## src/rtl/cic_interp_if.sv

```systemverilog
// Sample stream bundle for cic_interp: input handshake (data/valid/ready) and output sample stream.
// Member names are seen from the filter's side, so the slave modport matches the filter's ports.
interface cic_interp_if #(
   parameter int unsigned DATAIN_WIDTH  = 16,
   parameter int unsigned DATAOUT_WIDTH = DATAIN_WIDTH
);
   logic [DATAIN_WIDTH-1:0]  data_i;
   logic                     valid_i;
   logic                     ready_o;
   logic [DATAOUT_WIDTH-1:0] data_o;
   logic                     valid_o;

   modport master (
      output data_i,
      output valid_i,
      input  ready_o,
      input  data_o,
      input  valid_o
   );

   modport slave (
      input  data_i,
      input  valid_i,
      output ready_o,
      output data_o,
      output valid_o
   );
endinterface

```

## src/rtl/cic_interp.sv

```systemverilog
// N-stage CIC interpolator: low-rate comb chain, zero-stuffing, high-rate integrator chain.
// Define CIC_INTERP_ROUND_EN for round-half-up, saturating output slicing instead of truncation.
module cic_interp #(
   parameter int unsigned DATAIN_WIDTH  = 16,
   parameter int unsigned DATAOUT_WIDTH = DATAIN_WIDTH,
   parameter int unsigned M             = 1,
   parameter int unsigned N             = 5,
   parameter int unsigned MAXRATE       = 64,
   parameter int unsigned RATE_WIDTH    = 7,
   parameter int unsigned bitgrowth     = 24
) (
   input  logic                  clk_i,
   input  logic                  rst_n_i,
   input  logic                  en_i,
   input  logic [RATE_WIDTH-1:0] rate_i,
   cic_interp_if.slave           bus_io,
   output logic                  underrun_o
);
   localparam int unsigned W = DATAIN_WIDTH + bitgrowth;
   typedef logic signed [W-1:0] acc_t;

   logic [RATE_WIDTH-1:0]   rate_q, rate_d, phase_q, phase_d, rate_clamped;
   logic                    full_q, full_d;
   logic [DATAIN_WIDTH-1:0] buf_q, buf_d, src;
   logic                    underrun_q, underrun_d, valid_q;
   logic                    strobe, xfer;
   acc_t                    x;
   acc_t                    comb_q [N];
   acc_t                    comb_d [N];
   acc_t                    dly_q [N][M];
   acc_t                    dly_d [N][M];
   acc_t                    integ_q [N];
   acc_t                    integ_d [N];
   logic [DATAOUT_WIDTH-1:0] data_out;

   always_comb begin
      if (rate_i < RATE_WIDTH'(2)) begin
         rate_clamped = RATE_WIDTH'(2);
      end else if (32'(rate_i) > MAXRATE) begin
         rate_clamped = RATE_WIDTH'(MAXRATE);
      end else begin
         rate_clamped = rate_i;
      end
   end

   assign strobe = en_i && (phase_q == '0);
   assign xfer   = bus_io.valid_i && !full_q;

   // Phase counter; the ratio only changes at a wrap so a period is never cut short.
   always_comb begin
      phase_d = phase_q;
      rate_d  = rate_q;
      if (en_i) begin
         if (phase_q >= rate_q - RATE_WIDTH'(1)) begin
            phase_d = '0;
            rate_d  = rate_clamped;
         end else begin
            phase_d = phase_q + RATE_WIDTH'(1);
         end
      end
   end

   always_comb begin
      full_d     = full_q;
      buf_d      = buf_q;
      underrun_d = 1'b0;
      src        = '0;
      if (strobe) begin
         if (full_q) begin
            src    = buf_q;
            full_d = 1'b0;
         end else if (xfer) begin
            src = bus_io.data_i;
         end else begin
            underrun_d = 1'b1;
         end
      end else if (xfer) begin
         buf_d  = bus_io.data_i;
         full_d = 1'b1;
      end
   end

   assign x = {{bitgrowth{src[DATAIN_WIDTH-1]}}, src};

   always_comb begin
      comb_d = comb_q;
      dly_d  = dly_q;
      if (strobe) begin
         comb_d[0]   = x - dly_q[0][M-1];
         dly_d[0][0] = x;
         for (int k = 1; k < M; k++) dly_d[0][k] = dly_q[0][k-1];
         for (int i = 1; i < N; i++) begin
            comb_d[i]   = comb_q[i-1] - dly_q[i][M-1];
            dly_d[i][0] = comb_q[i-1];
            for (int k = 1; k < M; k++) dly_d[i][k] = dly_q[i][k-1];
         end
      end
   end

   // Comb output enters only on phase 0: this is the zero-stuffing.
   always_comb begin
      integ_d = integ_q;
      if (en_i) begin
         integ_d[0] = integ_q[0] + ((phase_q == '0) ? comb_q[N-1] : acc_t'(0));
         for (int j = 1; j < N; j++) integ_d[j] = integ_q[j] + integ_q[j-1];
      end
   end

`ifdef CIC_INTERP_ROUND_EN
   localparam logic [W:0] Half = (W+1)'(1) << (W - DATAOUT_WIDTH - 1);
   logic [W:0] rnd_sum;

   always_comb begin
      rnd_sum = {integ_q[N-1][W-1], integ_q[N-1]} + Half;
      if (rnd_sum[W] != rnd_sum[W-1]) begin
         data_out = {1'b0, {(DATAOUT_WIDTH-1){1'b1}}};
      end else begin
         data_out = rnd_sum[W-1 -: DATAOUT_WIDTH];
      end
   end
`else
   assign data_out = integ_q[N-1][W-1 -: DATAOUT_WIDTH];
`endif

   always_ff @(posedge clk_i) begin
      if (!rst_n_i) begin
         rate_q     <= rate_clamped;
         phase_q    <= '0;
         full_q     <= 1'b0;
         buf_q      <= '0;
         underrun_q <= 1'b0;
         valid_q    <= 1'b0;
         for (int i = 0; i < N; i++) begin
            comb_q[i]  <= '0;
            integ_q[i] <= '0;
            for (int k = 0; k < M; k++) dly_q[i][k] <= '0;
         end
      end else begin
         rate_q     <= rate_d;
         phase_q    <= phase_d;
         full_q     <= full_d;
         buf_q      <= buf_d;
         underrun_q <= underrun_d;
         valid_q    <= en_i;
         comb_q     <= comb_d;
         dly_q      <= dly_d;
         integ_q    <= integ_d;
      end
   end

   assign bus_io.ready_o = !full_q;
   assign bus_io.valid_o = valid_q;
   assign bus_io.data_o  = data_out;
   assign underrun_o     = underrun_q;
endmodule

```

## src/flat_wrapper.sv

```systemverilog
// flat-port wrapper written by rule: the top's interface ports become plain ports
module cic_interp_flat 
#(
   parameter int unsigned DATAIN_WIDTH  = 16,
   parameter int unsigned DATAOUT_WIDTH = DATAIN_WIDTH,
   parameter int unsigned M             = 1,
   parameter int unsigned N             = 5,
   parameter int unsigned MAXRATE       = 64,
   parameter int unsigned RATE_WIDTH    = 7,
   parameter int unsigned bitgrowth     = 24
)
  (clk_i, rst_n_i, en_i, rate_i, underrun_o, bus_io_data_i, bus_io_valid_i, bus_io_ready_o, bus_io_data_o, bus_io_valid_o);
  cic_interp_if #(.DATAIN_WIDTH(DATAIN_WIDTH), .DATAOUT_WIDTH(DATAOUT_WIDTH)) bus_io_i ();
  input  logic clk_i;
  input  logic rst_n_i;
  input  logic en_i;
  input  logic [RATE_WIDTH-1:0] rate_i;
  output logic underrun_o;
  input wire logic [$bits(bus_io_i.data_i)-1:0] bus_io_data_i;
  input wire logic [$bits(bus_io_i.valid_i)-1:0] bus_io_valid_i;
  output wire logic [$bits(bus_io_i.ready_o)-1:0] bus_io_ready_o;
  output wire logic [$bits(bus_io_i.data_o)-1:0] bus_io_data_o;
  output wire logic [$bits(bus_io_i.valid_o)-1:0] bus_io_valid_o;
  assign bus_io_i.data_i = bus_io_data_i;
  assign bus_io_i.valid_i = bus_io_valid_i;
  assign bus_io_ready_o = bus_io_i.ready_o;
  assign bus_io_data_o = bus_io_i.data_o;
  assign bus_io_valid_o = bus_io_i.valid_o;
  cic_interp #(.DATAIN_WIDTH(DATAIN_WIDTH), .DATAOUT_WIDTH(DATAOUT_WIDTH), .M(M), .N(N), .MAXRATE(MAXRATE), .RATE_WIDTH(RATE_WIDTH), .bitgrowth(bitgrowth)) u_core (.clk_i(clk_i), .rst_n_i(rst_n_i), .en_i(en_i), .rate_i(rate_i), .bus_io(bus_io_i), .underrun_o(underrun_o));
endmodule
```

## config.mk

```make
export PLATFORM = sky130hd
export DESIGN_NAME = cic_interp_flat
export DESIGN_NICKNAME = d
export VERILOG_FILES = /design/src/rtl/cic_interp_if.sv /design/src/rtl/cic_interp.sv /design/src/flat_wrapper.sv
export SDC_FILE = /design/constraint.sdc
export NUM_CORES = 2
export LEC_CHECK = 0
export ABC_AREA = 1
export BUFFER_PORTS_ARGS = -buffer_cell sky130_fd_sc_hd__buf_4
export CORE_MARGIN = 10
export CORE_UTILIZATION = 59
export DETAILED_ROUTE_END_ITERATION = 8
export GPL_ROUTABILITY_DRIVEN = 0
export GPL_TIMING_DRIVEN = 0
export PLACE_DENSITY = 0.78
export SETUP_SLACK_MARGIN = 0.15
export SLEW_MARGIN = 20
export SYNTH_ARGS = -nofsm -noshare
export SYNTH_HDL_FRONTEND = slang
export SYNTH_SLANG_ARGS = --single-unit
```

## constraint.sdc

```tcl
create_clock -name clk_i -period 3.15 [get_ports clk_i]
set_input_delay 0.63 -clock clk_i [delete_from_list [all_inputs] [get_ports clk_i]]
set_output_delay 0.63 -clock clk_i [all_outputs]
set_load 0.01 [all_outputs]
```

==> out/metrics.cfg <==
[outcome]
outcome = finished, violations left
violations = setup timing

[synthesis]
synth_edf_count = 7
synth_ff_type = dfxtp_1
yosysWarnings = 0
ys_ff_latch = 563
synth_cell_types = 44
syn_area_sq_um = 44800
syn_avg_cell_area_sq_um = 5.84
async_reset_ff_frac = 0
syn_inst = 7683
ys_seq_area_frac = 0.253
yosysTopAreaCellShare = 0.248
synth_nets = 8076
synth_area_leaders = dfxtp_1 25%, nand2_1 21%, inv_1 12%
synth_top_cell_by_area = dfxtp_1

[place]
port_buffers = 44
dp_cells = 8705
placed_area_sq_um = 46400
place_hpwl_um = 114000

[global_route]
grt_pass1_wl_um = 232000
antenna_found_initial = 2
grt_pass1_vias = 44900
grt_start_max_net_pins = 15
grt-ovfl-total = 0
track_usage = 0.329

[drt]
drt_iter0_drc = 4625
wl_per_cell_um = 16.7
drc_errors = 0
dr_total_vias = 48700
via_per_inst = 5.48
ant_nets = 0
wirelength_um = 149000
drt_first_pass_iters = 8

[layout]
layout.nets = 8251
mostFrequentLayoutCells = 2481 x nand2_1, 1477 x inv_1, 708 x nor2_1, 554 x dfxtp_1, 419 x nand3_1
stdcell_count = 8881
fillers = 6928
drive_above_1_share = 0.0710
design_area_sq_um = 50700
syn2layout_area_growth_pct = 13.0
final_common_cell = nand2_1

[worst_setup_path]
crit_start = u_core.phase_q[1]
endpoint_kind = flop
worstPathRequired_ns = 3.69
crit_type = reg2reg
cp-start-kind = flop
cp.arrival_ns = 3.87
worstPathMaxFanout = 4
r2r-start = u_core.phase_q[1]

[timing]
drv_slew = 0
rsz0062_at_grt = true
tightestPinTransition_ns = 1.23
fin_ws_ns = -0.184
tns_ns = -1.84
final-setup-viol-count = 21
timing.final.crit_period_ns = 3.33
fmax_mhz = 300
fin_worst_skew_ns = 0.0281
finalHoldViolCount = 0
relSlewSlack = 0.180
post-route-period-util = 1.06

[hold_path]
hold_start = bus_io_valid_i
min_path_type = in2reg

[floorplanning]
die_width_um = 296
row_count = 101
die-height_um = 296
pin_count = 46
initial_utilization = 0.593
dieArea_sq_um = 87400
coreArea_sq_um = 75600

[power]
pwr_density_cell_nw_per_um2 = 813
finalPower_mw = 41.2
leakage_nw = 28.0
vdd_drop_max_mv = 0.652

[cts]
cts_tree = built
clock-sinks = 563
numCtsBuffers = 67
ctsRootBufferMaster = clkbuf_16
cts.reportedPaths.clkPinSlew_ns = 0.06
cts_max_path_buffers = 3
insertion_delay_ns = 0.64
h-tree-depth = 3

[job]
cap_violations = 0

[per-layer routing]
metal | share of wire | GRT usage | wire [um]
met1 | 0.40 | 0.405 | 59700
met2 | 0.44 | 0.537 | 65800
met3 | 0.086 | 0.0516 | 12800
met4 | 0.070 | 0.203 | 10400
met5 | 0.000087 | 0 | 13
[synthesized netlist by cell type, drive strengths merged (14+ instances only)]
master  instances
a21oi         401
a22o           16
a31oi          14
buf            79
clkbuf         91
dfxtp         556
ha            355
inv          1493
nand2        2553
nand3         440
nand3b         16
nand4          24
nor2          772
nor3           45
o21ai         446
o21bai         42
o22ai         133
xnor2          22
xor2          108
[through the flow]
step / utilization / setup slack (ns) / hold slack, ns
floorplan: - / 0.233 / 0.425
global placement: 0.614 / -1.10 / 0.441
detailed placement: 0.614 / -1.18 / 0.448
CTS: 0.664 / -0.231 / 0.136
global route: 0.670 / -0.295 / 0.145
finish: 0.670 / -0.184 / 0.151
[worst max-delay path, stage by stage, from the launching register on]
cell	delay (ns)
dfxtp_2	0.32
inv_2	0.07
ha_4	0.13
nand2_2	0.06
nor3_4	0.27
nand2_4	0.14
nor2_4	0.29
clkinvlp_4	0.27
clkbuf_16	0.22
nor2_4	0.09
inv_2	0.04
fa_2	0.33
inv_2	0.08
nand2_2	0.06
o21ai_4	0.15
nand3b_1	0.11
nand2_2	0.14
nand2_2	0.07
nand2_2	0.09
nand2_2	0.06
nand2_1	0.05
nand2_1	0.04
nand3_1	0.07
nand2_1	0.06
[cell type report]
type / instances / area [sq um] / area share
clock inverters: 22 / 357 / 0.00704
flip-flops and latches: 563 / 11300 / 0.224
repair buffers: 106 / 823 / 0.0163
multi-input cells: 5457 / 28500 / 0.563
diodes: 1 / 2.50 / 0.0000494
inverters: 1493 / 5610 / 0.111
well taps: 978 / 1220 / 0.0242
clock buffers: 91 / 1870 / 0.0369
plain buffers: 170 / 927 / 0.0183
[kinds of logic (layout without fill, tap and decap cells)]
kind of cell,after synthesis,after routing,share of synthesized area
AOI/OAI and AO/OA,1088,1088,0.132
buffers and inverters,1663,1882,0.143
DFF,563,563,0.253
and+or+nand+nor,3873,3873,0.343
adders and majority gates,366,366,0.104
other,0,1,0
xor gates and xnor gates,130,130,0.0254
[state kept, by name, indices dropped and copies added (netlist names)]
name / flops
u_core.buf_q: 16
u_core.bus_io.data_o: 16
u_core.bus_io.valid_o: 1
u_core.comb_q: 177
u_core.dly_q: 153
u_core.full_q: 1
u_core.integ_q: 184
u_core.phase_q: 7
u_core.rate_q: 7
u_core.underrun_o: 1
[repair_timing]
action	in CTS	in global routing
hold buffers	0	0
pin swaps	62	54
setup endpoints to repair	55	52
setup buffers	43	19
gates resized for setup	303	94
[final timing paths]
check                        to  slack, ns  cells past startpoint
max reg2reg  u_core.comb_q[174]      -0.18                     23
min reg2reg     u_core.buf_q[1]       0.46                      2
min           u_core.underrun_o       0.15                      2
max          u_core.comb_q[174]      -0.18                     23
[power breakdown]
part	internal, mW	switching, mW
Clock	4.56	3.41
Sequential	8.43	1.08
Combinational	7.84	15.9
Note: power is estimated with default switching activity, not from simulation.
